<file path="config.mk">
export PLATFORM = sky130hd
export DESIGN_NAME = ew_lane_arbiter
export DESIGN_NICKNAME = d
export VERILOG_FILES = /design/src/rtl/ew_arb_pkg.sv /design/src/rtl/arb_cycle_timer.sv /design/src/rtl/ew_lane_arbiter.sv
export SDC_FILE = /design/constraint.sdc
export NUM_CORES = 1
export LEC_CHECK = 0
export ABC_AREA = 1
export CORE_AREA = 3 3 53 55
export CTS_BUF_LIST = sky130_fd_sc_hd__clkbuf_4 sky130_fd_sc_hd__clkbuf_8
export DETAILED_ROUTE_END_ITERATION = 16
export DIE_AREA = 0 0 56 58
export PLACE_DENSITY = 0.51
export RECOVER_POWER = 25
export SYNTH_ARGS = -nofsm -noshare
export SYNTH_HDL_FRONTEND = slang
export SYNTH_SLANG_ARGS = --single-unit
</file>
<file path="constraint.sdc">
create_clock -name clk -period 1.85 [get_ports clk]
set_input_delay 0.37 -clock clk [delete_from_list [all_inputs] [get_ports clk]]
set_output_delay 0.37 -clock clk [all_outputs]
set_load 0.03 [all_outputs]
</file>
<file path="src/rtl/ew_arb_pkg.sv">
// Shared types for the east/west single-lane arbiter.
package ew_arb_pkg;

    typedef enum logic [1:0] {
        IDLE  = 2'b00,
        GNT_E = 2'b01,
        GNT_W = 2'b10,
        CLEAR = 2'b11
    } arb_state_t;

    localparam logic DIR_E = 1'b0;
    localparam logic DIR_W = 1'b1;

endpackage

</file>
<file path="src/rtl/arb_cycle_timer.sv">
// Phase cycle counter: synchronous clear/load-to-1, saturating increment.
module arb_cycle_timer #(
    parameter int CW = 5
) (
    input  logic          clk,
    input  logic          rst,
    input  logic          clr,
    input  logic          load,
    input  logic          inc,
    input  logic [CW-1:0] sat,
    output logic [CW-1:0] cnt
);

    always_ff @(posedge clk or posedge rst) begin
        if (rst) begin
            cnt <= '0;
        end else if (clr) begin
            cnt <= '0;
        end else if (load) begin
            cnt <= CW'(1);
        end else if (inc && (cnt < sat)) begin
            cnt <= cnt + CW'(1);
        end
    end

endmodule

</file>
<file path="src/rtl/ew_lane_arbiter.sv">
// Shares one single-lane resource between east and west requesters with
// min/max green times, a clearance gap between grants and tie alternation.
module ew_lane_arbiter
    import ew_arb_pkg::*;
#(
    parameter int GREEN_MIN = 4,
    parameter int GREEN_MAX = 16,
    parameter int CLEAR_CYC = 3,
    parameter int CW        = 5
) (
    input  logic          clk,
    input  logic          rst,
    input  logic          req_e,
    input  logic          req_w,
    output logic          grant_e,
    output logic          grant_w,
    output logic          clear_o,
    output logic          idle_o,
    output logic          last_dir,
    output logic [CW-1:0] gnt_cnt
);

    localparam logic [CW-1:0] MIN_C = CW'(GREEN_MIN);
    localparam logic [CW-1:0] MAX_C = CW'(GREEN_MAX);
    localparam logic [CW-1:0] CLR_C = CW'(CLEAR_CYC);

    arb_state_t    state;
    arb_state_t    arb_nxt;
    logic          own_req;
    logic          opp_req;
    logic          go_clear;
    logic          clear_done;
    logic          t_clr;
    logic          t_load;
    logic          t_inc;
    logic [CW-1:0] t_sat;

    // Ties go to the side that did not hold the lane last.
    function automatic arb_state_t arb(input logic re, input logic rw, input logic last);
        if (re && rw)  return (last == DIR_E) ? GNT_W : GNT_E;
        else if (re)   return GNT_E;
        else if (rw)   return GNT_W;
        else           return IDLE;
    endfunction

    always_comb begin
        arb_nxt    = arb(req_e, req_w, last_dir);
        own_req    = (state == GNT_W) ? req_w : req_e;
        opp_req    = (state == GNT_W) ? req_e : req_w;
        go_clear   = ((state == GNT_E) || (state == GNT_W)) && (gnt_cnt >= MIN_C) &&
                     (!own_req || (opp_req && (gnt_cnt == MAX_C)));
        clear_done = (state == CLEAR) && (gnt_cnt == CLR_C);
        t_load     = (((state == IDLE) || clear_done) && (arb_nxt != IDLE)) || go_clear;
        t_clr      = clear_done && (arb_nxt == IDLE);
        t_inc      = (state != IDLE);
        t_sat      = (state == CLEAR) ? CLR_C : MAX_C;
    end

    always_ff @(posedge clk or posedge rst) begin
        if (rst) begin
            state    <= IDLE;
            last_dir <= DIR_W;
        end else begin
            case (state)
                IDLE: state <= arb_nxt;
                GNT_E, GNT_W: begin
                    if (go_clear) begin
                        state    <= CLEAR;
                        last_dir <= (state == GNT_W) ? DIR_W : DIR_E;
                    end
                end
                CLEAR: begin
                    if (clear_done) state <= arb_nxt;
                end
                default: state <= IDLE;
            endcase
        end
    end

    arb_cycle_timer #(.CW(CW)) u_timer (
        .clk  (clk),
        .rst  (rst),
        .clr  (t_clr),
        .load (t_load),
        .inc  (t_inc),
        .sat  (t_sat),
        .cnt  (gnt_cnt)
    );

    assign grant_e = (state == GNT_E);
    assign grant_w = (state == GNT_W);
    assign clear_o = (state == CLEAR);
    assign idle_o  = (state == IDLE);

endmodule

</file>
==> results.md <==
- The synthesized design spends more area on one cell type than any other, namely sky130_fd_sc_hd__dfrtp_1.
- Max-cap violations in this run came to 0.
- The half-perimeter wire length of the detailed placement result is 1334 um.
- After detailed routing, the wire length on met1 is 851 um.
- The routed design could run at a clock period as short as 1.804 ns.
- The number of warnings issued by yosys is 0.
- The fraction of post-synthesis cell area in the top cell type by area is 24.56%.
- The count of buffers added on input and output ports is 13.
- The number of optimization iterations in the first detailed-route pass is 4.
- The overall die width is 56 um.
- The area used by sequential logic in the layout is 201.4 sq um.
- The cell depth of the worst setup path is 1.
- The slowest cell on the critical path is sky130_fd_sc_hd__clkdlybuf4s50_1.
- The routed design has 1686 um of wire.
- The global-route usage over all layers is 11.38%.
- In the final design database the tool counted 139 nets.
- Compared with the post-synthesis result, the final layout area differs by 32.11%.
- The worst-margin pin slew is 0.3323 ns.
- The total standard cell area after synthesis is 713.2 sq um.
- The run finished with clean final reports.
- The number of global-route vias before repair came to 669.
- Based on the critical path, the design can be clocked at up to 0.5542 GHz.
- The antenna diode count is 0.
- The worst-case clock skew is 0.0007641 ns.
- Headroom to the max-slew limit came out at 77.82%.
- The critical path goes through clkdlybuf4s50_1.
- The number of clock buffers added by TritonCTS is 3.
- Adding up every negative setup slack in the final design gives 0 ns.
- Across the VDD grid, the largest voltage drop is 0.0008888 V.
- By area the synthesized netlist is led by sky130_fd_sc_hd__dfrtp_1 25%, sky130_fd_sc_hd__nand2_1 17%, sky130_fd_sc_hd__ha_1 14%, sky130_fd_sc_hd__inv_1 8.9%, sky130_fd_sc_hd__nand3_1 7.7%.
- The fill cell instance count of the final layout is 265.
- Together, buffers and inverters on the worst path number 1.
- In this run the mean area of a mapped cell was 6.665 sq um.
- The worst reg2reg path depth is 11.
- The number of top-level pins is 14.
- The root buffer cell is sky130_fd_sc_hd__clkbuf_4.
- The total met2 wirelength after detailed routing is 717 um.
- The worst hold path passes through 2 cells.
- The maximum root-to-sink buffer count is 2.
- The post-route DRC violation count is 0.
- The synthesized design contains 8 register bits.
- Sequential elements use 28.25% of the synthesized area.
- In this run the number of H-tree levels came out at 1.
- The delay of the slowest cell on the worst path is 0.71 ns.
- The highest layer used for signal routing is met4.
- Summing all multi-input logic gate instances after layout gives 462.9 sq um.
- The first global-routing pass estimated 2891 um of wire.
- The clock drives 8 sinks.
- Among cell families on the critical path, the largest total delay comes from buffers and inverters.
- After clock tree synthesis, the setup repair step added 0 buffers.
- The number of standard-cell rows in the floorplan is 18.
- Routability-driven placement finished with a final weighted congestion of 0.7889.
- The setup path with the least slack is of type reg -> out.
- The number of distinct library cell variants in the gate-level netlist after synthesis is 18.
- The power density over the cells is 1936 nW/um^2.
- The number of antenna violations at the first check in global routing is 0.
- After global routing the overflow that remains totals 0.
- The net count of the mapped netlist is 119.
- STA puts the critical path data required time at 1.48 ns.
- The final number of max-transition violations is 0.
- The core utilization of the finished layout is 38.73%.
- The initial utilization of the core area, before any placement, comes to 29.32%.
- The pin count of the biggest net entering global routing is 9.
- The number of buffers added to fix hold violations after cts is 0.
- Wire segments on met3 add up to 74 um in the final route.
- The detailed router's first-iteration violation count is 16.
- After detailed routing, the average wire length per cell comes to 10.81 um.
- The fraction of final layout cells sized beyond drive strength 1 is 13.49%.
- The gate count of the mapped netlist is 107.
- TritonCTS built the clock tree.
- The clock-pin slew reported for the worst setup and hold paths after clock tree synthesis is 0.06 ns.
- In this run the worst path has a maximum fanout of 5.
- The number of failing hold endpoints at the final stage is 0.
- The worst min-delay path class is reg -> reg.
- The die height is 58 um.
- The clock latency on the worst-skew pair is 0.26 ns.
- Setup repair after global routing could not meet its margin everywhere.
- The reported leakage power is 0.5370 nW.
- STA puts the critical path data arrival time at 1.43 ns.
- The number of failing setup endpoints in the final timing report is 0.
- STA classifies the critical path startpoint as a register.
- In this run the remaining antenna-violating nets after routing total 0.
- Summing over every cut layer, the via total after detailed routing is 712.
- The design draws 1.824 mW.
- STA classifies the critical path endpoint as an output port.
- The core area is 2432 sq um.
- The post-route clock period utilization is 97.53%.
- The die covers 3248 sq um.
- Using the TritonRoute via totals, the vias-per-cell ratio works out to 4.564.
## tightest hold or removal path, delay by kind of cell, from the launching register on
family	cells	cell delay (ns)
simple gates	2	0.11
flops	1	0.37
## final cells by class
type                       instances  area share, %
multi-input combinational         82          49.14
sequential                         8          21.38
timing repair buffer              15          15.54
inverter                          17          6.773
tap                               30          3.984
clock buffer                       4          3.187
## synth_stat cells, drive strengths merged
cell type and number:
nand2 37, inv 17, nor2 13, nand3 12
ha 8, dfrtp 7, nand4 5, a21oi 2
dfstp 1, nand3b 1, nor3 1, o211ai 1
o21ai 1, or2 1
## registers in the layout, indices dropped and copies added (netlist names)
signal,count
last_dir,1
state,2
u_timer.cnt,5
## per-stage QoR
step	hold slack (ns)	cells	worst slack, ns	instance area [sq um]
6_report	0.4805	156	0.04567	942.2
4_1_cts	0.3774	156	0.004034	920.9
3_3_place_gp	0.4675	152	0.09599	895.9
3_5_place_dp	0.4709	152	0.08541	895.9
5_1_grt	0.4921	156	-0.01056	942.2
2_1_floorplan	0.1849	107	0.08545	713.2
## worst paths after layout
check                               start             end  slack (ns)
max reg2reg                      state[1]  u_timer.cnt[0]        0.18
min                              last_dir        last_dir        0.48
max                        u_timer.cnt[4]      gnt_cnt[4]        0.05
min in group asynchronous             rst  u_timer.cnt[0]        0.50
max in group asynchronous             rst        last_dir        1.06
min reg2reg                      last_dir        last_dir        0.48
## timing repair
item                                    in CTS  in global routing
endpoints found under the setup margin       4                  4
endpoints found under the hold margin        0                  0
gates resized for setup                      4                  5
## per-layer routing
| metal | track usage (%) | vias to the layer above |
|---|---|---|
| li1 | - | 377 |
| met1 | 15.21 | 318 |
| met2 | 16.69 | 12 |
| met3 | 2.450 | 5 |
| met4 | 7.119 | 0 |
| met5 | 0 | - |
## logic make-up (layout without fill, tap and decap cells)
group	Yosys count	count (layout)	synth area share [%]
AO/OA/AOI/OAI	4	4	3.158
AND/OR/NAND/NOR	70	70	45.61
flip-flops	8	8	28.25
adder cells (fa/ha/maj)	8	8	14.04
buffers and inverters	17	36	8.947
## power breakdown
group	internal [mW]	switching, mW
logic	0.493	0.813
registers	0.258	0.0914
clock network	0.0979	0.0711
total	0.849	0.975
## layout by cell type, fill, tap and decap left out
cell / instances
sky130_fd_sc_hd__a21oi_1: 2
sky130_fd_sc_hd__buf_4: 2
sky130_fd_sc_hd__clkbuf_4: 4
sky130_fd_sc_hd__clkdlybuf4s15_1: 1
sky130_fd_sc_hd__clkdlybuf4s50_1: 6
sky130_fd_sc_hd__dfrtp_1: 7
sky130_fd_sc_hd__dfstp_2: 1
sky130_fd_sc_hd__dlygate4sd2_1: 3
sky130_fd_sc_hd__dlygate4sd3_1: 1
sky130_fd_sc_hd__dlymetal6s2s_1: 2
sky130_fd_sc_hd__ha_1: 6
sky130_fd_sc_hd__ha_2: 1
sky130_fd_sc_hd__ha_4: 1
sky130_fd_sc_hd__inv_1: 17
sky130_fd_sc_hd__nand2_1: 32
sky130_fd_sc_hd__nand2_2: 4
sky130_fd_sc_hd__nand2_4: 1
sky130_fd_sc_hd__nand3_1: 11
sky130_fd_sc_hd__nand3_2: 1
sky130_fd_sc_hd__nand3b_1: 1
sky130_fd_sc_hd__nand4_1: 5
sky130_fd_sc_hd__nor2_1: 11
sky130_fd_sc_hd__nor2_2: 2
sky130_fd_sc_hd__nor3_1: 1
sky130_fd_sc_hd__o211ai_1: 1
sky130_fd_sc_hd__o21ai_0: 1
sky130_fd_sc_hd__or2_1: 1
Power figures use the tool's default switching activity.
